## config.mk

```make
export PLATFORM = sky130hd
export DESIGN_NAME = uart_cmd_framer
export DESIGN_NICKNAME = d
export VERILOG_FILES = /design/src/rtl/uart_cmd_framer.sv
export SDC_FILE = /design/constraint.sdc
export NUM_CORES = 1
export LEC_CHECK = 0
export CORE_MARGIN = 2
export CORE_UTILIZATION = 30
export CTS_CLUSTER_SIZE = 10
export DETAILED_ROUTE_END_ITERATION = 10
export PLACE_DENSITY = 0.51
export SLEW_MARGIN = 30
export SYNTH_ARGS = -nofsm -noshare
export SYNTH_HDL_FRONTEND = slang
export SYNTH_SLANG_ARGS = --single-unit
```

## constraint.sdc

```tcl
create_clock -name clk -period 2.9 [get_ports clk]
set_input_delay 0.29 -clock clk [delete_from_list [all_inputs] [get_ports clk]]
set_output_delay 0.29 -clock clk [all_outputs]
set_load 0.01 [all_outputs]
```

## src/rtl/uart_cmd_framer.sv

```systemverilog
// Bridges a byte-wide UART to a 3-byte command interface (cmd, data_hi, data_lo) and
// serialises single-byte responses back to the UART transmitter.
module uart_cmd_framer #(
  parameter int              TO_W    = 16,
  parameter logic [TO_W-1:0] TIMEOUT = 16'hFFFF
) (
  input  logic        clk,
  input  logic        rst,
  input  logic        rx_rdy,
  input  logic [7:0]  rx_data,
  output logic        clr_rx_rdy,
  output logic        cmd_rdy,
  output logic [7:0]  cmd,
  output logic [15:0] data,
  input  logic        clr_cmd_rdy,
  output logic        overrun,
  output logic        frm_err,
  input  logic [7:0]  resp,
  input  logic        send_resp,
  output logic [7:0]  tx_data,
  output logic        trmt,
  input  logic        tx_done,
  output logic        resp_sent,
  output logic [1:0]  rx_state_dbg,
  output logic        tx_state_dbg
);

  typedef enum logic [1:0] {
    WAIT_CMD = 2'd0,
    WAIT_HI  = 2'd1,
    WAIT_LO  = 2'd2
  } rx_state_t;

  typedef enum logic {
    TX_IDLE = 1'b0,
    TX_BUSY = 1'b1
  } tx_state_t;

  rx_state_t       rx_state;
  tx_state_t       tx_state;
  logic [7:0]      cmd_sh;
  logic [7:0]      hi_sh;
  logic [TO_W-1:0] to_cnt;
  logic            clr_pend;
  logic            accept;

  // Handshake: a byte is taken when rx_rdy is high and no clear is pending; the clear
  // stays pending until the receiver has been seen to drop rx_rdy, so a held byte is
  // never taken twice.
  assign accept       = rx_rdy & ~clr_pend;
  assign rx_state_dbg = rx_state;
  assign tx_state_dbg = tx_state;

  always_ff @(posedge clk or posedge rst) begin
    if (rst) begin
      rx_state   <= WAIT_CMD;
      cmd_sh     <= 8'h00;
      hi_sh      <= 8'h00;
      to_cnt     <= '0;
      clr_pend   <= 1'b0;
      clr_rx_rdy <= 1'b0;
      cmd_rdy    <= 1'b0;
      cmd        <= 8'h00;
      data       <= 16'h0000;
      overrun    <= 1'b0;
      frm_err    <= 1'b0;
    end else begin
      clr_rx_rdy <= accept;
      overrun    <= 1'b0;
      frm_err    <= 1'b0;
      if (accept) begin
        clr_pend <= 1'b1;
      end else if (!rx_rdy) begin
        clr_pend <= 1'b0;
      end
      // A completion later in this block overrides the clear, so set wins.
      if (clr_cmd_rdy) begin
        cmd_rdy <= 1'b0;
      end
      case (rx_state)
        WAIT_CMD: begin
          to_cnt <= '0;
          if (accept) begin
            cmd_sh   <= rx_data;
            rx_state <= WAIT_HI;
          end
        end
        WAIT_HI: begin
          if (accept) begin
            hi_sh    <= rx_data;
            to_cnt   <= '0;
            rx_state <= WAIT_LO;
          end else if (to_cnt == TIMEOUT) begin
            to_cnt   <= '0;
            frm_err  <= 1'b1;
            rx_state <= WAIT_CMD;
          end else begin
            to_cnt <= to_cnt + TO_W'(1);
          end
        end
        WAIT_LO: begin
          if (accept) begin
            cmd      <= cmd_sh;
            data     <= {hi_sh, rx_data};
            cmd_rdy  <= 1'b1;
            overrun  <= cmd_rdy;
            to_cnt   <= '0;
            rx_state <= WAIT_CMD;
          end else if (to_cnt == TIMEOUT) begin
            to_cnt   <= '0;
            frm_err  <= 1'b1;
            rx_state <= WAIT_CMD;
          end else begin
            to_cnt <= to_cnt + TO_W'(1);
          end
        end
        default: begin
          to_cnt   <= '0;
          rx_state <= WAIT_CMD;
        end
      endcase
    end
  end

  // Single-entry transmit path: requests arriving while busy are dropped.
  always_ff @(posedge clk or posedge rst) begin
    if (rst) begin
      tx_state  <= TX_IDLE;
      tx_data   <= 8'h00;
      trmt      <= 1'b0;
      resp_sent <= 1'b0;
    end else begin
      trmt      <= 1'b0;
      resp_sent <= 1'b0;
      case (tx_state)
        TX_IDLE: begin
          if (send_resp) begin
            tx_data  <= resp;
            trmt     <= 1'b1;
            tx_state <= TX_BUSY;
          end
        end
        TX_BUSY: begin
          if (tx_done) begin
            resp_sent <= 1'b1;
            tx_state  <= TX_IDLE;
          end
        end
        default: tx_state <= TX_IDLE;
      endcase
    end
  end

endmodule
```

==> results of run 1 <==
[registers in the layout, indices dropped and copies added (netlist names)]
| name | count |
|---|---|
| clr_pend | 1 |
| clr_rx_rdy | 1 |
| cmd | 8 |
| cmd_rdy | 1 |
| cmd_sh | 8 |
| data | 16 |
| frm_err | 1 |
| hi_sh | 8 |
| overrun | 1 |
| resp_sent | 1 |
| rx_state_dbg | 2 |
| to_cnt | 16 |
| trmt | 1 |
| tx_data | 8 |
| tx_state_dbg | 1 |
[per-stage QoR]
stage,util,cell area (sq um)
final,0.411,4020
after CTS,0.411,4020
after floorplan,-,3020
after global routing,0.411,4020
after detailed placement,0.388,3790
after global placement,0.388,3790
[final timing paths]
kind | startpoint | to | slack [ns]
min | rst | tx_data[6]$_DFFE_PP0P_ | 0.31
min in group clk | rx_rdy | clr_pend$_DFFE_PP0P_ | 0.48
max in group asynchronous | rst | data[4]$_DFFE_PP0P_ | 1.95
min reg2reg | to_cnt[0]$_DFF_PP0_ | to_cnt[0]$_DFF_PP0_ | 0.49
max reg2reg | rx_state_dbg[0]$_DFFE_PP0P_ | data[4]$_DFFE_PP0P_ | 1.15
max | rx_rdy | data[4]$_DFFE_PP0P_ | 1.11
[cell usage after synthesis, types with 2 or more instances]
| library cell | n |
|---|---|
| dfrtp_1 | 74 |
| mux2_2 | 48 |
| nor2_1 | 23 |
| nand2_1 | 7 |
| xor2_1 | 7 |
| inv_1 | 6 |
| xnor2_1 | 6 |
| ha_1 | 5 |
| nand4_1 | 5 |
| nand3_1 | 3 |
| a21oi_1 | 2 |
| and4_1 | 2 |
| buf_4 | 2 |
| clkbuf_1 | 2 |
| nor3_1 | 2 |
| o21ai_0 | 2 |
[worst reg2reg max path, cell delays in order, from the launching register on]
cell	delay, ns
dfrtp_1	0.40
inv_1	0.09
ha_1	0.24
nand2_2	0.49
mux2_2	0.41
[cells by family after synthesis]
group                      after synthesis
buffers and inverters                   13
xor gates and xnor gates                13
AOI/OAI and AO/OA                        8
and+or+nand+nor                         55
adders and majority gates                5
DFF                                     74
muxes                                   48
[area by class of cell]
class / count / area [sq um] / area share
repair buffers: 64 / 648 / 0.161
well taps: 133 / 166 / 0.0414
flip-flops and latches: 74 / 1850 / 0.461
clock buffers: 10 / 138 / 0.0342
multi-input cells: 129 / 1100 / 0.273
inverters: 7 / 26.3 / 0.00654
clock inverters: 6 / 90.1 / 0.0224
[report_power, final]
group / switching, mW / internal (mW) / leakage [nW]
Combinational: 0.398 / 0.651 / 0.686
Clock: 0.387 / 0.509 / 0.112
Sequential: 0.170 / 1.35 / 0.936
[layer usage]
metal,share of wire,vias up
met1,0.46,925
met4,0.0096,0
met5,0,-
met2,0.49,36
li1,-,882
met3,0.042,2
==> impl_metrics.toml, run 1 <==
[setup_path]
required_ns = 3.12
crit_path_start_kind = "input pin"
cp_num_buf_inv = 2
cp_top_family = "simple AND/OR/NAND/NOR gates"
path_class = "input pin to register"
crit_fanout = 26
cp_slowest_cell = "nand2_2"
r2r_cells = 4
cp.depth = 5
cp_data_arrival_time_ns = 2.01
path_cells = "clkdlybuf4s50_1 -> nand2b_4 -> clkinv_1 -> nand2_2 -> mux2_2"
end_kind = "register"
slowest_delay_ns = 0.54

[sta]
finalCritPeriodShare = 0.618
max-slew-margin-rel = 0.502
hold_viol = 0
slew_viol_final = 0
setup_viol = 0
fin_ws_ns = 1.11
hold-worst-slack_ns = 0.314
worst_pin_slew_ns = 0.746
tns_ns = 0
fmax_ghz = 0.558
min_period_ns = 1.79
fin_skew_ns = 0.00996
rsz0062_at_grt = "no"

[logic_synthesis]
synth.area.top_cells = "dfrtp_1, mux2_2, nor2_1, ha_1, xor2_1"
synth-xor-area-share = 0.0377
synth_mux_area_frac = 0.179
ys_seq_area_frac = 0.613
synth-async-reset-ratio = 1.00
syn_area_per_cell_sq_um = 14.0
synth_edf_count = 0
synthCells = 216
synth_top_cell_by_area = "dfrtp_1"
syn_nets = 243
yosys.area_share.simple = 0.109
synthAdderAreaFrac = 0.0207
synth_cell_types = 36
netlist_area_sq_um = 3020
synth-compound-area-share = 0.0178
synth-seq-cells = 74
synthFlopType = "dfrtp_1"
ys.warnings.count = 0
synth_top_family_by_area = "multiplexers"
synth_top_area_share = 0.613

[cts]
clk_latency_ns = 0.34
cts_hold_buf = 0
cts_buffer_depth = 2
post_cts_resized = 0
cts_num_sinks = 74
cts.clk_slew.worst_paths_ns = 0.08
cts_buffers = 9
cts-root-buf = "clkbuf_8"
post-cts-setup-buffers = 0
cts_tree = "done"
htreeDepth = 3

[run_status]
outcome = "completed"

[placed_design]
dp_hpwl_microns = 3790
placed_cells = 407
place_congestion = 0.729
portBuffers = 62
dp_slack_ns = 0.728

[grt]
use_met3 = 0.0395
overflow = 0
grt_antenna_before_repair = 0
top_usage_layer = "met2"
groute.usage.overall = 0.110
grt_max_degree = 36
met2_usage = 0.176
grt_pass1_wl_microns = 9520
use_met1 = 0.137
grt_pass1_vias = 1910

[die]
ios = 63
die_x_microns = 104
core-area_sq_um = 9770
die_y_microns = 104
start_util = 0.309
std_cell_rows = 36
die-area_sq_um = 10900

[routing]
drt-total-wl_microns = 5600
drtAntennaViolNets = 0
drc = 0
vias_per_cell = 4.36
drt_iter0_markers = 26
routedWlPerCell_microns = 13.2
vias = 1845
first_pass_iters = 4

[power]
p_leak_nw = 1.73
max-vdd-ir-drop_mv = 0.349
pwr_density_cell_nw_per_um2 = 863
power_mw = 3.47

[layout]
layout.cells.non_filler = 423
mostFrequentLayoutCell = "dfrtp_1"
final_cell_mix = "dfrtp_1, clkdlybuf4s50_1, mux2_2"
drive_gt1_frac = 0.259
nFillCells = 961
n_antenna_cell = 0
fin_nets = 312
area_growth_pct = 33.1

[run]
drv_cap = 0

[worst_hold_path]
min_path_type = "input pin to asynchronous set/reset pin"
Note: power is estimated with default switching activity, not from simulation.
==> run 2: changes to the inputs <==
PLACE_DENSITY = 0.53   (was 0.51)
clock period = 1.5 ns   (was 2.9 ns; I/O delays follow)
==> run 2 against run 1 <==
Worst setup slack got worse by 1.1 ns. Combinational power up 110%. Sequential share of layout area shrank 3.3 points. Power grew 96%. Critical path depth unchanged. Utilization increased by 3.1 points. Clock power up 85%. Flip-flop and latch count did not move. Largest cell class unchanged.
==> impl_metrics.toml, run 2 (same netlist as run 1, synthesis figures left out) <==
[layout]
final_cell_mix = "dfrtp_1, clkdlybuf4s50_1, mux2_2"
nFillCells = 943
layout.cells.non_filler = 451
largestRegisters = "data x16, to_cnt x16"
regArea_sq_um = 1850
drive_gt1_frac = 0.330
n_antenna_cell = 0
area_growth_pct = 43.3
mostFrequentLayoutCell = "dfrtp_1"
final_area_sq_um = 4330
fin_nets = 340
multi_input_area_sq_um = 1130

[die]
die_y_microns = 104
die_x_microns = 104
die-area_sq_um = 10900
std_cell_rows = 36
core-area_sq_um = 9770
start_util = 0.309
ios = 63

[setup_path]
r2r_cells = 5
crit_path_start_kind = "register"
required_ns = 1.73
path_class = "register to register"
slowest_delay_ns = 0.39
r2r_slack_ns = 0.06
cp_data_arrival_time_ns = 1.67
path_cells = "buf_4 -> ha_4 -> nand2_4 -> clkbuf_16 -> mux2_2"
crit_fanout = 7
end_kind = "register"
cp_slowest_cell = "dfrtp_1"
reg2reg_from = "rx_state_dbg[1]$_DFFE_PP0P_"
r2r_end = "data[10]$_DFFE_PP0P_"

[placed_design]
post_dp_cell_area_sq_um = 3980
place_congestion = 0.748
dp_slack_ns = -0.127
placed_cells = 426
dp_hpwl_microns = 3720
portBuffers = 62

[run]
drv_cap = 0

[worst_hold_path]
min_path_type = "input pin to asynchronous set/reset pin"

[power]
max-vdd-ir-drop_mv = 0.566
pwr_density_cell_nw_per_um2 = 1570
p_leak_nw = 1.93

[routing]
wl_met2_microns = 2690
dr.max_layer_used = "met4"
met3_length_microns = 255
drtAntennaViolNets = 0
routedLengthMet1_microns = 2810
drt_iter0_markers = 73
drt-total-wl_microns = 5840
vias_per_cell = 4.40
routedWlPerCell_microns = 13.0
vias = 1985
first_pass_iters = 4
drc = 0

[cts]
cts_buffers = 9
cts.clk_slew.worst_paths_ns = 0.08
cts_buffer_depth = 2
clk_latency_ns = 0.34
cts_tree = "done"
htreeDepth = 3
cts_num_sinks = 74
cts-root-buf = "clkbuf_8"

[sta]
setup_viol = 0
hold_viol = 0
rsz0062_at_grt = "yes"
max-slew-margin-rel = 0.735
min_period_ns = 1.44
slew_viol_final = 0
finalCritPeriodShare = 0.963
fin_ws_ns = 0.0553
fin_skew_ns = 0.0118
fmax_ghz = 0.692
worst_pin_slew_ns = 0.398

[grt]
grt_max_degree = 75
grt_pass1_vias = 2023
overflow = 0
grt_pass1_wl_microns = 9850
grt_antenna_before_repair = 0
groute.usage.overall = 0.112

[run_status]
outcome = "completed"
==> run 2: changes by cell type in the layout (fill, tap and decap cells not counted), moves of 2 or more <==
cell / change
buf_4: +22
clkbuf_1: +2
clkdlybuf4s50_1: -3
ha_2: +2
ha_1: -3
dlygate4sd2_1: +2
clkbuf_16: +2
buf_12: +3
==> run 2: timing repair <==
item,in CTS,in global routing
gates cloned,0,3
hold endpoints to repair,0,0
setup endpoints to repair,2,48
pin swaps,0,2
hold buffers,0,0
resized for setup,2,8
buffers inserted,2,4
==> run 2: layer usage <==
layer,track usage,vias to the layer above
li1,-,945
met1,0.150,982
met2,0.169,48
met3,0.0320,10
met4,0.0463,0
met5,0,-
==> run 2: final cells by class <==
cell class,instances,area share
Tap cell,133,0.0385
Sequential cell,74,0.428
Clock buffer,11,0.0304
Clock inverter,5,0.0182
Timing Repair Buffer,92,0.216
Inverter,7,0.00694
Multi-Input combinational cell,129,0.262
==> run 2: through the flow <==
step / hold slack (ns) / setup TNS, ns / power [mW] / utilization
floorplan: 0.246 / -0.0693 / 4.03 / -
global placement: 0.480 / -3.05 / 5.12 / 0.407
detailed placement: 0.487 / -3.71 / 5.15 / 0.407
CTS: 0.277 / 0 / 6.85 / 0.429
global route: 0.311 / -0.0342 / 7.23 / 0.443
finish: 0.260 / 0 / 6.81 / 0.443
==> run 2: worst max-delay path by stage <==
stage / from / cells past startpoint / endpoint
global placement: rx_rdy / 6 / data[11]$_DFFE_PP0P_
finish: rx_state_dbg[1]$_DFFE_PP0P_ / 5 / data[10]$_DFFE_PP0P_
CTS: rx_state_dbg[1]$_DFFE_PP0P_ / 5 / data[0]$_DFFE_PP0P_
global route: to_cnt[1]$_DFF_PP0_ / 6 / rx_state_dbg[1]$_DFFE_PP0P_
floorplan: rx_state_dbg[0]$_DFFE_PP0P_ / 5 / cmd[0]$_DFFE_PP0P_
detailed placement: rx_rdy / 6 / data[0]$_DFFE_PP0P_
==> run 2: power breakdown <==
| group | internal, mW | switching, mW | total [mW] |
|---|---|---|---|
| Combinational | 1.39 | 0.841 | 2.23 |
| Sequential | 2.62 | 0.307 | 2.93 |
| Clock | 0.936 | 0.720 | 1.66 |
==> run 2: critical path: cells and delay by family, from the launching register on <==
| kind | cells | cell delay [ns] |
|---|---|---|
| adders and majority gates | 1 | 0.17 |
| buffers and inverters | 2 | 0.32 |
| DFF | 1 | 0.39 |
| muxes | 1 | 0.33 |
| and+or+nand+nor | 1 | 0.13 |
